**src/rtl/stopwatch_core.sv**
```systemverilog
// ============================================================================
// Module   : stopwatch_core
// Purpose  : Run/stop/clear stopwatch counting 100 Hz ticks as BCD SS.hh.
//            Optional lap-hold display freeze: define STOPWATCH_LAP_HOLD_EN.
// Revision : 1.0  initial release
// ============================================================================
`default_nettype none

module stopwatch_core #(
  parameter int WRAP_TENS = 5
) (
  input  logic       clk,
  input  logic       rst,
  input  logic       tick,
  input  logic       startstop,
  input  logic       clear,
  input  logic       lap,
  output logic [3:0] d3,
  output logic [3:0] d2,
  output logic [3:0] d1,
  output logic [3:0] d0,
  output logic       running,
  output logic       ovf,
  output logic       lap_held
);

  localparam logic [3:0] c_WRAP = 4'(WRAP_TENS);
  localparam logic [3:0] c_NINE = 4'd9;

  typedef enum logic [1:0] {
    S_IDLE = 2'd0,
    S_RUN  = 2'd1,
    S_STOP = 2'd2
  } state_t;

  state_t     r_state;
  state_t     w_state_nxt;
  logic [3:0] r_d3, r_d2, r_d1, r_d0;
  logic       r_ovf;
  logic       w_count_en;
  logic       w_zero;
  logic       w_c0, w_c1, w_c2, w_wrap;

  always_ff @(posedge clk) begin
    if (rst) r_state <= S_IDLE;
    else     r_state <= w_state_nxt;
  end

  // clear beats startstop in STOP; clear is ignored elsewhere
  always_comb begin
    w_state_nxt = r_state;
    w_count_en  = 1'b0;
    w_zero      = 1'b0;
    case (r_state)
      S_IDLE: if (startstop) w_state_nxt = S_RUN;
      S_RUN: begin
        w_count_en = tick;
        if (startstop) w_state_nxt = S_STOP;
      end
      S_STOP: begin
        if (clear) begin
          w_state_nxt = S_IDLE;
          w_zero      = 1'b1;
        end else if (startstop) begin
          w_state_nxt = S_RUN;
        end
      end
      default: w_state_nxt = S_IDLE;
    endcase
  end

  assign w_c0   = (r_d0 == c_NINE);
  assign w_c1   = w_c0 && (r_d1 == c_NINE);
  assign w_c2   = w_c1 && (r_d2 == c_NINE);
  assign w_wrap = w_c2 && (r_d3 == c_WRAP);

  always_ff @(posedge clk) begin
    if (rst || w_zero) begin
      r_d0  <= 4'd0;
      r_d1  <= 4'd0;
      r_d2  <= 4'd0;
      r_d3  <= 4'd0;
      r_ovf <= 1'b0;
    end else begin
      r_ovf <= w_count_en && w_wrap;
      if (w_count_en) begin
        r_d0 <= w_c0 ? 4'd0 : r_d0 + 4'd1;
        if (w_c0) r_d1 <= (r_d1 == c_NINE) ? 4'd0 : r_d1 + 4'd1;
        if (w_c1) r_d2 <= (r_d2 == c_NINE) ? 4'd0 : r_d2 + 4'd1;
        if (w_c2) r_d3 <= (r_d3 == c_WRAP) ? 4'd0 : r_d3 + 4'd1;
      end
    end
  end

  assign running = (r_state == S_RUN);
  assign ovf     = r_ovf;

`ifdef STOPWATCH_LAP_HOLD_EN
  logic        r_hold;
  logic [15:0] r_disp;

  // Capture uses the pre-increment count of the cycle that sees lap
  always_ff @(posedge clk) begin
    if (rst || w_zero) begin
      r_hold <= 1'b0;
      r_disp <= 16'd0;
    end else if (lap) begin
      if (r_state == S_RUN) begin
        r_hold <= !r_hold;
        if (!r_hold) r_disp <= {r_d3, r_d2, r_d1, r_d0};
      end else begin
        r_hold <= 1'b0;
      end
    end
  end

  assign {d3, d2, d1, d0} = r_hold ? r_disp : {r_d3, r_d2, r_d1, r_d0};
  assign lap_held         = r_hold;
`else
  logic w_unused_lap;
  assign w_unused_lap     = lap;
  assign {d3, d2, d1, d0} = {r_d3, r_d2, r_d1, r_d0};
  assign lap_held         = 1'b0;
`endif

endmodule

`default_nettype wire

```
**config.mk**
```make
export PLATFORM = sky130hd
export DESIGN_NAME = stopwatch_core
export DESIGN_NICKNAME = d
export VERILOG_FILES = /design/src/rtl/stopwatch_core.sv
export SDC_FILE = /design/constraint.sdc
export NUM_CORES = 1
export LEC_CHECK = 0
export ABC_AREA = 1
export BUFFER_PORTS_ARGS = -buffer_cell sky130_fd_sc_hd__buf_2
export CAP_MARGIN = 40
export CORE_AREA = 3 3 50 52
export DETAILED_ROUTE_END_ITERATION = 8
export DIE_AREA = 0 0 53 55
export PLACE_DENSITY_LB_ADDON = 0.3
export REMOVE_ABC_BUFFERS = 1
export SLEW_MARGIN = 0
export SYNTH_ARGS = -nofsm -noshare
export SYNTH_HDL_FRONTEND = slang
export SYNTH_SLANG_ARGS = --single-unit
```
**constraint.sdc**
```tcl
create_clock -name clk -period 2.9 [get_ports clk]
set_clock_uncertainty 0.05 [all_clocks]
set_input_delay 0.29 -clock clk [delete_from_list [all_inputs] [get_ports clk]]
set_output_delay 0.29 -clock clk [all_outputs]
set_load 0.05 [all_outputs]
```
==> impl_metrics.ini, run 1 <==
[run_status]
status = finished clean

[sta]
layout_min_cycle_time_ps = 1440
hold_slack_ps = 141
setup-violations-final = 0
clock.fmax_mhz = 692
timing.final.crit_share_pct = 49.8
setup_repair_after_global_routing_missed_its_margin = false
final.setup.tns_ps = 0
final.setup.worst_slack_ps = 1460
max_slew_violation_count = 0
endpoints_failing_hold = 0

[yosys]
yosysWarningCount = 0
synth_seq_area_share_pct = 37.4
post_synth.cell_area_avg_um2 = 6.73
syn_area_um2 = 1020
ys_types = 23
instance_count_of_the_mapped_netlist = 151
register_bit_total_from_synthesis = 19

[setup_path]
crit_path_cell_trace = inv_2 -> nor2_4 -> buf_2
critical_path.n_buffers_inverters = 2
critical_path.max_stage_delay_ps = 360
worst-setup-path-type = flop to output pin
worstRegToRegCells = 5
timing.critical_path.required_ps = 2560
path_max_fanout = 3
largest_delay_share_family_worst_path = flip-flops
cp-end-kind = output pin
crit_path_start_kind = flop
data_arrival_time_at_the_worst_slack_endpoint_ps = 1100
critical_path_depth = 3
worst_path_max_delay_cell = sky130_fd_sc_hd__dfxtp_1

[drt]
vias_per_cell = 4.81
num_vias = 982
postRouteWirelength_um = 1920
post_drt_wl_per_cell_um = 9.42
remaining_drc_errors = 0
drt_pre_antenna_iters = 4
antenna_violating_nets_post_route = 0
first_iter_violations = 22

[final_layout]
syn_to_final_growth_pct = 16.1
nNetsFinal = 183
finish.utilization_pct = 54.9
most_common_cell_after_layout_fill_and_taps_aside = sky130_fd_sc_hd__nand2_1
layout_cells_sized_above_1_pct = 24.4
layoutNonFillerInstCount = 204
antenna-diode-count = 0
fin_area_um2 = 1180
layout.cells.most_common_list = sky130_fd_sc_hd__nand2_1 (32), sky130_fd_sc_hd__buf_2 (22), sky130_fd_sc_hd__inv_1 (21)

[die]
dieHeight_um = 55
num_rows = 17
die_x_um = 53
core_um2 = 2150
die_area_um2 = 2920
start_util_pct = 47.3
num_io_pins = 25

[place]
placed_cells_incl_taps = 200
gp_congestion = 0.785
dp_slack_ps = 1560
postPlaceCellArea_um2 = 1150
number_of_i_o_port_buffers = 22
place_hpwl_um = 1560

[clocking]
clkTransAtPathRegs_ps = 100
cts-buffers-inserted = 3
cts_resized = 0
worst_skew_pair.late_latency_ps = 280
cts_buffer_depth = 2
cts.htree.levels = 1
cts_hold_buffers = 0
post_cts_buffers = 0
cts_num_sinks = 19
cts.root.buffer_cell = sky130_fd_sc_hd__clkbuf_4
clock_tree_from_tritoncts = done

[grt]
grt_first_pass_wirelength_um = 3370
via_count_of_the_first_global_routing_pass = 926
groute.layer.met1.usage_pct = 16.7
grt_use_met2_pct = 28.7
antenna_found_initial = 0
grt-busiest-layer = met2
globalRouteOverflowTotal = 0
globalRouteMet3Util_pct = 2.95
groute.usage.overall_pct = 15.3
grt_start_max_net_pins = 11

[power]
irDropWorstVdd_v = 0.000337
pwr_density_cell_nw_per_um2 = 372
power.static_leakage_nw = 0.527
power_mw = 0.439

[job]
max-cap-violations = 0

[worst_hold_path]
hold-path-cell-count = 2
hp-class = input port to flop
where the power goes:
group | total (mW) | internal, mW | switching, mW
Combinational | 0.0448 | 0.0115 | 0.0333
Sequential | 0.266 | 0.263 | 0.00278
Clock | 0.128 | 0.0533 | 0.0751
Total | 0.439 | 0.328 | 0.111
cells in the mapped netlist:
cell type | n | area share [%]
sky130_fd_sc_hd__nand2_1 | 32 | 12
sky130_fd_sc_hd__inv_1 | 21 | 7.8
sky130_fd_sc_hd__dfxtp_1 | 19 | 37
sky130_fd_sc_hd__nor2_1 | 19 | 7.0
sky130_fd_sc_hd__nand3_1 | 16 | 7.9
sky130_fd_sc_hd__a21oi_1 | 11 | 5.4
sky130_fd_sc_hd__inv_2 | 4 | 1.5
sky130_fd_sc_hd__nor3_1 | 4 | 2.0
sky130_fd_sc_hd__nand2_2 | 3 | 1.8
sky130_fd_sc_hd__nand4_1 | 3 | 1.8
sky130_fd_sc_hd__nor2_2 | 3 | 1.8
sky130_fd_sc_hd__nor2_4 | 3 | 3.3
sky130_fd_sc_hd__o21ai_1 | 2 | 0.99
sky130_fd_sc_hd__o21ai_2 | 2 | 1.7
sky130_fd_sc_hd__a31oi_1 | 1 | 0.62
sky130_fd_sc_hd__buf_4 | 1 | 0.74
sky130_fd_sc_hd__conb_1 | 1 | 0.37
sky130_fd_sc_hd__nand2_4 | 1 | 1.1
sky130_fd_sc_hd__nor3b_2 | 1 | 1.2
sky130_fd_sc_hd__o21ai_0 | 1 | 0.49
sky130_fd_sc_hd__o21ai_4 | 1 | 1.6
sky130_fd_sc_hd__o22ai_1 | 1 | 0.62
sky130_fd_sc_hd__xor2_1 | 1 | 0.86
registers in the layout, indices dropped and copies added, names as in the netlist:
name	cells
r_state	2
d1	4
ovf	1
d2	4
d3	4
d0	4
cell type report:
cell class | instances | area [µm²]
clock buffer | 4 | 26.3
fill | 235 | 968
inverter | 25 | 93.8
multi-input combinational | 106 | 534
sequential | 19 | 380
tap | 28 | 35.0
timing repair buffer | 22 | 110
layer usage:
metal | vias up | share of wire, %
li1 | 527 | -
met1 | 434 | 46
met5 | - | 0
met2 | 19 | 48
met4 | 0 | 0.88
met3 | 2 | 4.9
worst register-to-register path: cells and delay by family (launching register included):
kind,cells,cell delay [ps]
and+or+nand+nor,1,140
buffers and inverters,1,160
DFF,1,420
AOI/OAI and AO/OA,3,470
kinds of logic after synthesis:
logic type | after synthesis | synth area share [%]
AND/OR/NAND/NOR | 85 | 39.9
other | 1 | 0.369
AO/OA/AOI/OAI | 19 | 11.5
XOR/XNOR | 1 | 0.862
flip-flops | 19 | 37.4
buffers and inverters | 26 | 9.98
worst paths after layout:
| path | start | end | slack [ps] |
|---|---|---|---|
| max reg2reg | r_state[1]$_SDFFE_PP0P_ | d0[1]$_SDFFE_PP0P_ | 1560 |
| min | rst | r_state[1]$_SDFFE_PP0P_ | 140 |
| max | r_state[0]$_SDFFE_PP0P_ | running | 1460 |
| min reg2reg | d1[2]$_SDFFE_PP0P_ | d1[2]$_SDFFE_PP0P_ | 440 |
Power figures use the tool's default switching activity.
==> run 2, diff against run 1 <==
CORE_AREA = 3 3 51 53   (was 3 3 50 52)
DIE_AREA = 0 0 54 56   (was 0 0 53 55)
clock period = 1.2 ns   (was 2.9 ns; I/O delays follow)
==> run 2 against run 1 <==
Critical endpoint unchanged; cell count grew 16%; the flow now finishes with violations (setup timing); sequential share of layout area is 8.2 points lower; utilization increased by 21 points.
==> impl_metrics.ini, run 2 (synthesis gave the netlist of run 1 again) <==
[power]
power_mw = 1.16
power.share.switching_pct = 28.4
irDropWorstVdd_v = 0.000510
pwr_density_cell_nw_per_um2 = 695
p_comb_share_pct = 16.2
power.switching_mw = 0.330
share_clk_of_total_power_pct = 28.7
power.static_leakage_nw = 0.749
p_seq_share_pct = 55.1
p_int_mw = 0.832

[drt]
post_drt_wl_per_cell_um = 13.7
postRouteWirelength_um = 3250
antenna_violating_nets_post_route = 0
vias_per_cell = 5.12
drt_pre_antenna_iters = 4
remaining_drc_errors = 0
num_vias = 1214
first_iter_violations = 30

[sta]
layout_min_cycle_time_ps = 1290
endpoints_failing_hold = 0
timing.final.crit_share_pct = 108
final.setup.tns_ps = -610
final.setup.worst_slack_ps = -91.3
setup_repair_after_global_routing_missed_its_margin = true
clock.fmax_mhz = 774
max_slew_violation_count = 0
setup-violations-final = 16

[clocking]
cts-buffers-inserted = 3
cts_num_sinks = 19
clkTransAtPathRegs_ps = 120
cts_buffer_depth = 2
cts.root.buffer_cell = sky130_fd_sc_hd__clkbuf_4
clock_tree_from_tritoncts = done
cts.htree.levels = 1
worst_skew_pair.late_latency_ps = 300

[final_layout]
antenna-diode-count = 0
most_common_cell_after_layout_fill_and_taps_aside = sky130_fd_sc_hd__buf_4
finish.utilization_pct = 76.4
ff_latch_area_um2 = 403
fin_area_um2 = 1670
syn_to_final_growth_pct = 64.7
layoutNonFillerInstCount = 237
multiInputGateArea_um2 = 702
nNetsFinal = 216
n_fill_cell = 157
layout.cells.most_common_list = sky130_fd_sc_hd__buf_4 (35), sky130_fd_sc_hd__nand2_1 (23), sky130_fd_sc_hd__inv_1 (17)
layout_cells_sized_above_1_pct = 56.9

[setup_path]
timing.critical_path.required_ps = 1030
critical_path.max_stage_delay_ps = 350
worst_path_max_delay_cell = sky130_fd_sc_hd__dfxtp_2
cp-end-kind = output pin
data_arrival_time_at_the_worst_slack_endpoint_ps = 1120
crit_path_start_kind = flop
worst-setup-path-type = flop to output pin
path_max_fanout = 3
crit_path_cell_trace = inv_2 -> nor2_4 -> buf_4 -> buf_8

[run_status]
status = finished with violations
violations = setup timing

[grt]
grt_first_pass_wirelength_um = 4500
groute.usage.overall_pct = 19.0
grt_start_max_net_pins = 12
globalRouteOverflowTotal = 0
via_count_of_the_first_global_routing_pass = 1100
antenna_found_initial = 0

[place]
placed_cells_incl_taps = 222
place_hpwl_um = 1910
postPlaceCellArea_um2 = 1320
gp_congestion = 0.805
number_of_i_o_port_buffers = 22

[die]
start_util_pct = 46.4
dieHeight_um = 56
die_area_um2 = 3020
core_um2 = 2190
num_io_pins = 25
die_x_um = 54
num_rows = 17

[worst_hold_path]
hp-class = input port to flop

[job]
max-cap-violations = 0
[run 2: cell types whose count changed in the layout (fill, tap and decap cells not counted), moves of 4 or more]
| cell | previous run | this run |
|---|---|---|
| sky130_fd_sc_hd__buf_4 | 0 | 35 |
| sky130_fd_sc_hd__dfxtp_1 | 19 | 5 |
| sky130_fd_sc_hd__buf_2 | 22 | 10 |
| sky130_fd_sc_hd__dfxtp_2 | 0 | 12 |
| sky130_fd_sc_hd__nand2_1 | 32 | 23 |
| sky130_fd_sc_hd__nor2_4 | 3 | 11 |
| sky130_fd_sc_hd__nor2_1 | 19 | 12 |
| sky130_fd_sc_hd__nand2_2 | 3 | 8 |
| sky130_fd_sc_hd__clkbuf_4 | 3 | 7 |
| sky130_fd_sc_hd__inv_1 | 21 | 17 |
| sky130_fd_sc_hd__nand2_4 | 1 | 5 |
| sky130_fd_sc_hd__nand3_1 | 16 | 12 |
[run 2: critical path, delay by kind of cell, from the launching register on]
| family | cells | cell delay [ps] |
|---|---|---|
| buf+inv | 3 | 340 |
| flops | 1 | 350 |
| simple gates | 1 | 140 |
[run 2: worst paths after layout]
kind                                         startpoint                 endpoint  slack (ps)  cells past startpoint
worst max register to register  r_state[0]$_SDFFE_PP0P_       d0[1]$_SDFFE_PP0P_         -90                      6
worst max-delay path            r_state[0]$_SDFFE_PP0P_                  running         -90                      4
worst min register to register       d1[1]$_SDFFE_PP0P_       d1[2]$_SDFFE_PP0P_         450                      2
worst min-delay path                          startstop  r_state[1]$_SDFFE_PP0P_          50                      3
[run 2: area by class of cell]
| type | instances | share of cell area, % |
|---|---|---|
| inverters | 25 | 5.91 |
| well taps | 28 | 2.09 |
| flip-flops and latches | 19 | 24.1 |
| clock inverters | 1 | 0.299 |
| clock buffers | 3 | 1.35 |
| multi-input cells | 106 | 42.0 |
| repair buffers | 54 | 24.0 |
| repair inverters | 1 | 0.299 |
[run 2: power by group through the flow]
stage	logic (mW)	clock network, mW	registers, mW
6_report	0.188	0.333	0.641
5_1_grt	0.200	0.356	0.642
4_1_cts	0.147	0.339	0.644
3_5_place_dp	0.130	0	0.657
3_3_place_gp	0.125	0	0.657
2_1_floorplan	0.0744	0	0.666
[run 2: layer usage]
layer / vias to the layer above / global-route usage, % / wire, µm
met1: 587 / 21.2 / 1290
met3: 2 / 2.68 / 135
li1: 594 / - / -
met2: 31 / 34.9 / 1800
met4: 0 / 6.41 / 23
met5: - / 0 / 0
[run 2: timing repair]
| item | in CTS | in global routing |
|---|---|---|
| resized for setup | 31 | 48 |
| setup endpoints to repair | 20 | 23 |
| buffers inserted | 3 | 7 |
| pin swaps | 12 | 14 |
| endpoints found under the hold margin | 2 | 0 |
| gates cloned | 0 | 1 |
| hold buffers | 1 | 0 |
[run 2: metrics by stage]
step,worst slack [ps],hold slack (ps)
final,-91.3,52.9
after global routing,-142,93.6
after CTS,-69.4,47.3
after detailed placement,-61.0,265
after global placement,-26.9,262
after floorplan,-353,142
